--- src/rtl/uart_tx_buffered.sv ---
// rtl/uart_tx_buffered.sv - buffered 8N1 UART transmitter
// Bytes are pushed into a small FIFO and serialized back-to-back.
module uart_tx_buffered #(
   parameter int CLKS_PER_BIT = 16,
   parameter int FIFO_DEPTH   = 4
) (
   input  logic       clk,
   input  logic       reset,
   input  logic       send_enable,
   input  logic [7:0] data_in,
   output logic       tx,
   output logic       busy,
   output logic       fifo_full,
   output logic       overflow
);

   localparam int PW = $clog2(FIFO_DEPTH);
   localparam int CW = PW + 1;
   localparam logic [CW-1:0] DEPTH_C = CW'(FIFO_DEPTH);
   localparam logic [15:0]   BIT_END = 16'(CLKS_PER_BIT - 1);

   typedef enum logic [1:0] {IDLE, START, DATA, STOP} state_t;

   state_t          state_q, state_d;
   logic [15:0]     baud_q, baud_d;
   logic [2:0]      bit_q, bit_d;
   logic [7:0]      shift_q, shift_d;
   logic            tx_q, tx_d;
   logic [7:0]      mem_q [FIFO_DEPTH];
   logic [PW-1:0]   wr_ptr_q, rd_ptr_q;
   logic [CW-1:0]   count_q, count_d;
   logic            full_q, overflow_q;
   logic            push, pop, bit_end, fifo_nonempty;

   // A write is judged against the registered full flag, even if a pop happens on the same edge.
   assign push          = send_enable & ~full_q;
   assign fifo_nonempty = (count_q != '0);
   assign bit_end       = (baud_q == BIT_END);
   assign count_d       = count_q + CW'(push) - CW'(pop);

   always_ff @(posedge clk) begin
      if (push) begin
         mem_q[wr_ptr_q] <= data_in;
      end
   end

   always_ff @(posedge clk or posedge reset) begin
      if (reset) begin
         wr_ptr_q   <= '0;
         rd_ptr_q   <= '0;
         count_q    <= '0;
         full_q     <= 1'b0;
         overflow_q <= 1'b0;
      end else begin
         if (push) wr_ptr_q <= wr_ptr_q + PW'(1);
         if (pop)  rd_ptr_q <= rd_ptr_q + PW'(1);
         count_q <= count_d;
         full_q  <= (count_d == DEPTH_C);
         if (send_enable && full_q) overflow_q <= 1'b1;
      end
   end

   always_ff @(posedge clk or posedge reset) begin
      if (reset) begin
         state_q <= IDLE;
         baud_q  <= '0;
         bit_q   <= '0;
         shift_q <= '0;
         tx_q    <= 1'b1;
      end else begin
         state_q <= state_d;
         baud_q  <= baud_d;
         bit_q   <= bit_d;
         shift_q <= shift_d;
         tx_q    <= tx_d;
      end
   end

   always_comb begin
      state_d = state_q;
      baud_d  = baud_q;
      bit_d   = bit_q;
      shift_d = shift_q;
      tx_d    = tx_q;
      pop     = 1'b0;
      if (state_q != IDLE) begin
         baud_d = bit_end ? 16'd0 : baud_q + 16'd1;
      end
      case (state_q)
         IDLE: begin
            tx_d = 1'b1;
            if (fifo_nonempty) begin
               pop     = 1'b1;
               shift_d = mem_q[rd_ptr_q];
               tx_d    = 1'b0;
               baud_d  = '0;
               state_d = START;
            end
         end
         START: begin
            if (bit_end) begin
               tx_d    = shift_q[0];
               bit_d   = '0;
               state_d = DATA;
            end
         end
         DATA: begin
            if (bit_end) begin
               if (bit_q != 3'd7) begin
                  shift_d = shift_q >> 1;
                  tx_d    = shift_q[1];
                  bit_d   = bit_q + 3'd1;
               end else begin
                  tx_d    = 1'b1;
                  state_d = STOP;
               end
            end
         end
         STOP: begin
            // Chain straight into the next start bit so queued frames have no idle gap.
            if (bit_end) begin
               if (fifo_nonempty) begin
                  pop     = 1'b1;
                  shift_d = mem_q[rd_ptr_q];
                  tx_d    = 1'b0;
                  state_d = START;
               end else begin
                  state_d = IDLE;
               end
            end
         end
         default: state_d = IDLE;
      endcase
   end

   assign tx        = tx_q;
   assign busy      = (state_q != IDLE) || fifo_nonempty;
   assign fifo_full = full_q;
   assign overflow  = overflow_q;

endmodule

--- config.mk ---
export PLATFORM = sky130hd
export DESIGN_NAME = uart_tx_buffered
export DESIGN_NICKNAME = d
export VERILOG_FILES = /design/src/rtl/uart_tx_buffered.sv
export SDC_FILE = /design/constraint.sdc
export NUM_CORES = 1
export LEC_CHECK = 0
export CAP_MARGIN = 40
export CORE_MARGIN = 2
export CORE_UTILIZATION = 55
export CTS_CLUSTER_SIZE = 25
export DETAILED_ROUTE_END_ITERATION = 12
export PLACE_DENSITY = 0.7
export REMOVE_ABC_BUFFERS = 1
export SLEW_MARGIN = 15
export SYNTH_ARGS = -nofsm -noshare
export SYNTH_HDL_FRONTEND = slang
export SYNTH_SLANG_ARGS = --single-unit
--- constraint.sdc ---
create_clock -name clk -period 7.3 [get_ports clk]
set_input_delay 0.73 -clock clk [delete_from_list [all_inputs] [get_ports clk]]
set_output_delay 0.73 -clock clk [all_outputs]
set_load 0.03 [all_outputs]
======== Word-level counts from Yosys, hierarchy flattened ========
Memory sizes are Yosys's and may differ from the RTL's.
Cells that the tools add are included.
cells by class
  reductions and logical operators ........ 11
  bitwise gates (word level) .............. 2
  add/subtract/negate cells ............... 6
  equality and inequality tests ........... 13
  muxes and demuxes ....................... 32
operators with widths
  cell                                             number
  2-to-1 mux 16 bit                                4
  2-to-1 mux 8 bit                                 4
  one-hot mux 8 bit (3 select lines)               1
  adder 16 x 1 -> 16 bit (second input constant)   1
  == test 16 x 4 -> 1 bit (second input constant)  1
  != test 2 bit (second input constant)            7
  AND reduction 4 bit                              3
  2-to-1 mux 1 bit                                 11
  2-to-1 mux 2 bit                                 5
  2-to-1 mux 3 bit                                 3
  one-hot mux 2 bit (4 select lines)               1
  one-hot mux 3 bit (2 select lines)               1
  nonzero test 3 bit                               2
  AND reduction 5 bit                              1
  adder 2 x 1 -> 2 bit (second input constant)     2
  == test 2 bit (second input constant)            2
  one-hot mux 1 bit (4 select lines)               1
  nonzero test 2 bit                               2
  adder 3 x 1 -> 3 bit                             1
  adder 3 x 1 -> 3 bit (second input constant)     1
  == test 3 bit (second input constant)            1
  != test 3 bit (second input constant)            1
  subtractor 3 x 1 -> 3 bit                        1
  == test 2 x 1 -> 1 bit (second input constant)   1
  other kinds (6)                                  6
word-level totals
  bits in registers ....................... 39
  memories kept ........................... 1
  RAM bits ................................ 32
  output and inout bits ................... 4
memories
  memory  words  width  read ports  clocked after memory_dff  write ports  line  source
  mem_q   4      8      1           0                         1            29    logic [7:0] mem_q [FIFO_DEPTH];

======== Depth between registers and ports, before layout ========
  depth after elaboration ................. 6
  depth in mapped cells ................... 14
  mapped depth without buffers ............ 12

======== Least setup slack after synthesis ========
No wires, ideal clock.
  kind .................................... reg-to-reg
  from .................................... reg baud_q[0]
  to ...................................... reg full_q, in the netlist fifo_full
  path slack .............................. 4527 ps
  data arrival time ....................... 2684 ps
  period minus slack after synthesis ...... 2773 ps
  stages on the path, launching flop included .. 15
  cell sequence ........................... dfrtp_1 -> ha_1 -> and3_1 -> and4_1 -> buf_2 -> buf_6 -> nand2_1 -> a21oi_1 -> ha_1 -> inv_1 -> ha_1 -> fa_1 -> xnor2_1 -> xnor2_1 -> nor3b_1
on the way
  word-level cells in the longest chain between the ends .. 5
ends and longest elaborated chain
  what                                line  source
  start, declared                     25    logic [15:0] baud_q, baud_d;
  start signal, assigned              72    baud_q <= baud_d;
  == test 16 x 4 -> 1 bit             38    assign bit_end = (baud_q == BIT_END);
  2-to-1 mux 1 bit                    121   if (bit_end) begin
  one-hot mux 1 bit (2 select lines)  89    case (state_q)
  named net pop                       33    logic push, pop, bit_end, fifo_nonempty;
  subtractor 3 x 1 -> 3 bit           39    assign count_d = count_q + CW'(push) - CW'(pop);
  named net count_d[2]                31    logic [CW-1:0] count_q, count_d;
  == test 3 bit                       58    full_q <= (count_d == DEPTH_C);
  end signal, assigned                58
  end, declared                       32    logic full_q, overflow_q;
The timed path passes the listed nets, and every way through them passes these cells.
A chain may end at the register's enable or synchronous reset.

======== Final worst setup path ========
  from .................................... reg state_q[0]
  to ...................................... out busy
on the way
  word-level cells in the longest chain between the ends .. 2
ends and longest elaborated chain
  what                    line  source
  start, declared         24    state_t state_q, state_d;
  start signal, assigned  71    state_q <= state_d;
  nonzero test 2 bit      137   assign busy = (state_q != IDLE) || fifo_nonempty;
  logical OR 1 bit        137
  end, declared           12    output logic busy,
Every way passes these cells.

==> metrics.md <==
| Metric | Value |
|---|---|
| Status | complete, no violations |
| Pin count of the biggest net entering global routing | 40 |
| Worst-path clk slew | 0.08 ns |
| Most used cell, CP | inv_1 |
| Final routed DRC violation total | 0 |
| Top cell type's share of synthesized area | 27.54% |
| RSZ-0062 raised after global routing | no |
| Avg Inst Size Synth | about 12 µm² |
| Overflow after GRT | 0 |
| Die Area | 6998 µm² |
| Fin crit share | 49.57% |
| Tot Pwr | just over 900 µW |
| Startpoint types | flop |
| Number of diodes | 0 |
| Number of max-cap violations | 0 |
| R2R Path Start | state_q[0] |
| CTS sink cnt | a little over 70 |
| Post_cts resized | 0 |
| Starting density of the core | a little under three fifths |
| Hold Fails Final Rpt | 0 |
| H-tree Lvls | 3 |
| Worst slack, placed | between 4 and 5 ns |
| Grt peak-use layer | met2 |
| Reg-to-Reg End | fifo_full |
| Peak supply drop | 160.2 µV |
| Die height | roughly 84 µm |
| Vias in the first global route | approximately 2,200 |
| Root buf cell | clkbuf_8 |
| Core box area | ~6200 µm² |
| Async SR Flop Fraction | a little over half |
| CP Capture Type | output pin |
| Synth unique cells | 47 |
| CTS tree | built |
| Post-route ant nets | 0 |
| Longest Clk Path Bufs | 2 |
| GP Congestion | roughly 0.77 |
| Ys flop type | dfrtp_1 |
| #FFs+latches synth | 71 |
| FP Rows | 29 |
| Mapped Cells | 293 |
| Area Overhead vs Synth | 10.65% |
| Final clock skew | approximately 0.0083 ns |
| Worst Setup Path Type | reg2out |
| Least-Margin Pin Slew | about 0.75 ns |
| CP Max Fanout | 23 |
| Cell taking the most area after synthesis | edfxtp_1 |
| WP data required | 6.57 ns |
| Met2 Usage GRT | 30.76% |
| PwrDens | roughly 240 nW/µm² |
| Layout cells sized above 1 | between 10% and 20% |
| Leakage | between 1.5 and 2 nW |
| Top-count cell post-synth | dfrtp_1 |
| Grt met1 use | about 27% |
| Latest clock arrival within the worst-skew pair | ~0.34 ns |
| Port-buffer cells | 14 |
| Hold slack | about 0.47 ns |
| Max frequency | 0.2763 GHz |
| Rel. slew slack | between 40% and 50% |
| Max-slew violation total from the final report | 0 |
| Post-Route WL | approximately 6300 µm |
| Vias | 2,253 |
| Total GRT Usage | 19.76% |
| End of the critical path | busy |
| Post-layout util | approximately three fifths |
| Clock buffer count from CTS | 9 |
| HPWL after DPL | roughly 4200 µm |
| Crit path largest cell delay | approximately 0.66 ns |
| TNS Setup | 0 ns |
| Synth Cell Area | between 3000 and 4000 µm² |
| Setup bufs post-CTS | 0 |
| Seq/Total Area, Yosys | around 56% |
| Hold/Removal Path Class | reg2reg |
| Initial antenna violation count | 0 |
| # IOs | 15 |
| Ranking of synthesized cells by area | edfxtp_1 28%, dfrtp_1 27%, mux4_2 5.2% |
| Post-synth EDFFs | 32 |
| Minimum clock period | around 3.6 ns |
| Synth cell count leaders | 38 x dfrtp_1, 33 x nand2_1, 32 x edfxtp_1, 21 x inv_1 |
| Post-cts hold buffer count | 0 |
| Critical path origin | state_q[0] |
| R2R cell count | 11 |
| Flop2flop setup slack | slightly above 4 ns |
| CP cell instances | inv_1 > ha_1 > and2_1 > inv_1 > clkdlybuf4s50_1 |
| Detailed Route Iter0 Violations | 186 |
| DR pass1 iterations | 4 |
| Global-route wire length before repair | approximately 11,000 µm |
| Post-layout net count | 329 |
| Die Wd | between 80 and 90 µm |
| Drt wl/cell | approximately 16 µm |
| Avg Vias per Cell | roughly 5.9 |
| Final setup fails | 0 |
| Final worst slack | 3.681 ns |
| Worst EP arrival | 2.89 ns |
| Met3 usage | under 10% |
| YS warnings | 0 |
| Slowest CP cell | ha_1 |
## worst min path at each step
stage,from,endpoint,depth (start not counted)
floorplan,shift_q[0],shift_q[0],1
global placement,overflow,overflow,1
detailed placement,overflow,overflow,1
CTS,overflow,overflow,1
global route,overflow,overflow,1
finish,overflow,overflow,1
## flip-flops by register name (all words and copies together), names as in the netlist
| name | count |
|---|---|
| tx | 1 |
| wr_ptr_q | 2 |
| count_q | 3 |
| baud_q | 16 |
| bit_q | 3 |
| shift_q | 8 |
| rd_ptr_q | 2 |
| mem_q | 32 |
| fifo_full | 1 |
| state_q | 2 |
| overflow | 1 |
## kinds of logic (layout without fill, tap and decap cells)
logic type	count (synthesis)	in the layout	synth area share, %
mux	18	18	8.354
xor+xnor	5	5	1.255
flops	71	71	55.54
simple gates	88	88	13.41
compound gates	58	58	11.37
fa+ha+maj	15	15	5.593
buf+inv	38	53	4.482
## metal layers
layer,wire (µm),up-vias
met4,116,0
met5,0,-
met1,3051,1090
met2,2923,44
met3,221,16
li1,-,1103
## critical path: cells and delay by family (launching register included)
kind / cells / cell delay, ns
adder cells (fa/ha/maj): 1 / 0.66
buffers and inverters: 3 / 1.05
flip-flops: 1 / 0.44
AND/OR/NAND/NOR: 1 / 0.40
## layout make-up
type / instances / area (µm²)
well taps: 77 / 96.34
repair buffers: 16 / 155.1
clock buffers: 10 / 127.6
fillers: 491 / 2380
inverters: 21 / 78.83
clock inverters: 6 / 70.07
multi-input cells: 184 / 1395
flip-flops and latches: 71 / 1938
## through the flow
stage,std cells,area [µm²]
after global placement,369,3664
after CTS,385,3861
after detailed placement,369,3664
final,385,3861
after global routing,385,3861
after floorplan,276,3412
## power by group
part	total [mW]	internal (mW)	switching, mW
Clock	0.315	0.160	0.154
Sequential	0.494	0.472	0.0213
Combinational	0.123	0.0535	0.0696
## cells in the final DEF (no fill, tap or decap), types with 8 or more instances in the layout
| master | count |
|---|---|
| mux4_2 | 8 |
| clkbuf_8 | 9 |
| ha_1 | 14 |
| edfxtp_1 | 32 |
| nor4_1 | 8 |
| inv_1 | 21 |
| dfrtp_1 | 38 |
| mux2_2 | 9 |
| o21ai_0 | 14 |
| a31oi_1 | 9 |
| nor2_1 | 8 |
| clkdlybuf4s50_1 | 14 |
| nand2_1 | 33 |
No activity file was read; power rests on OpenSTA's default activity.
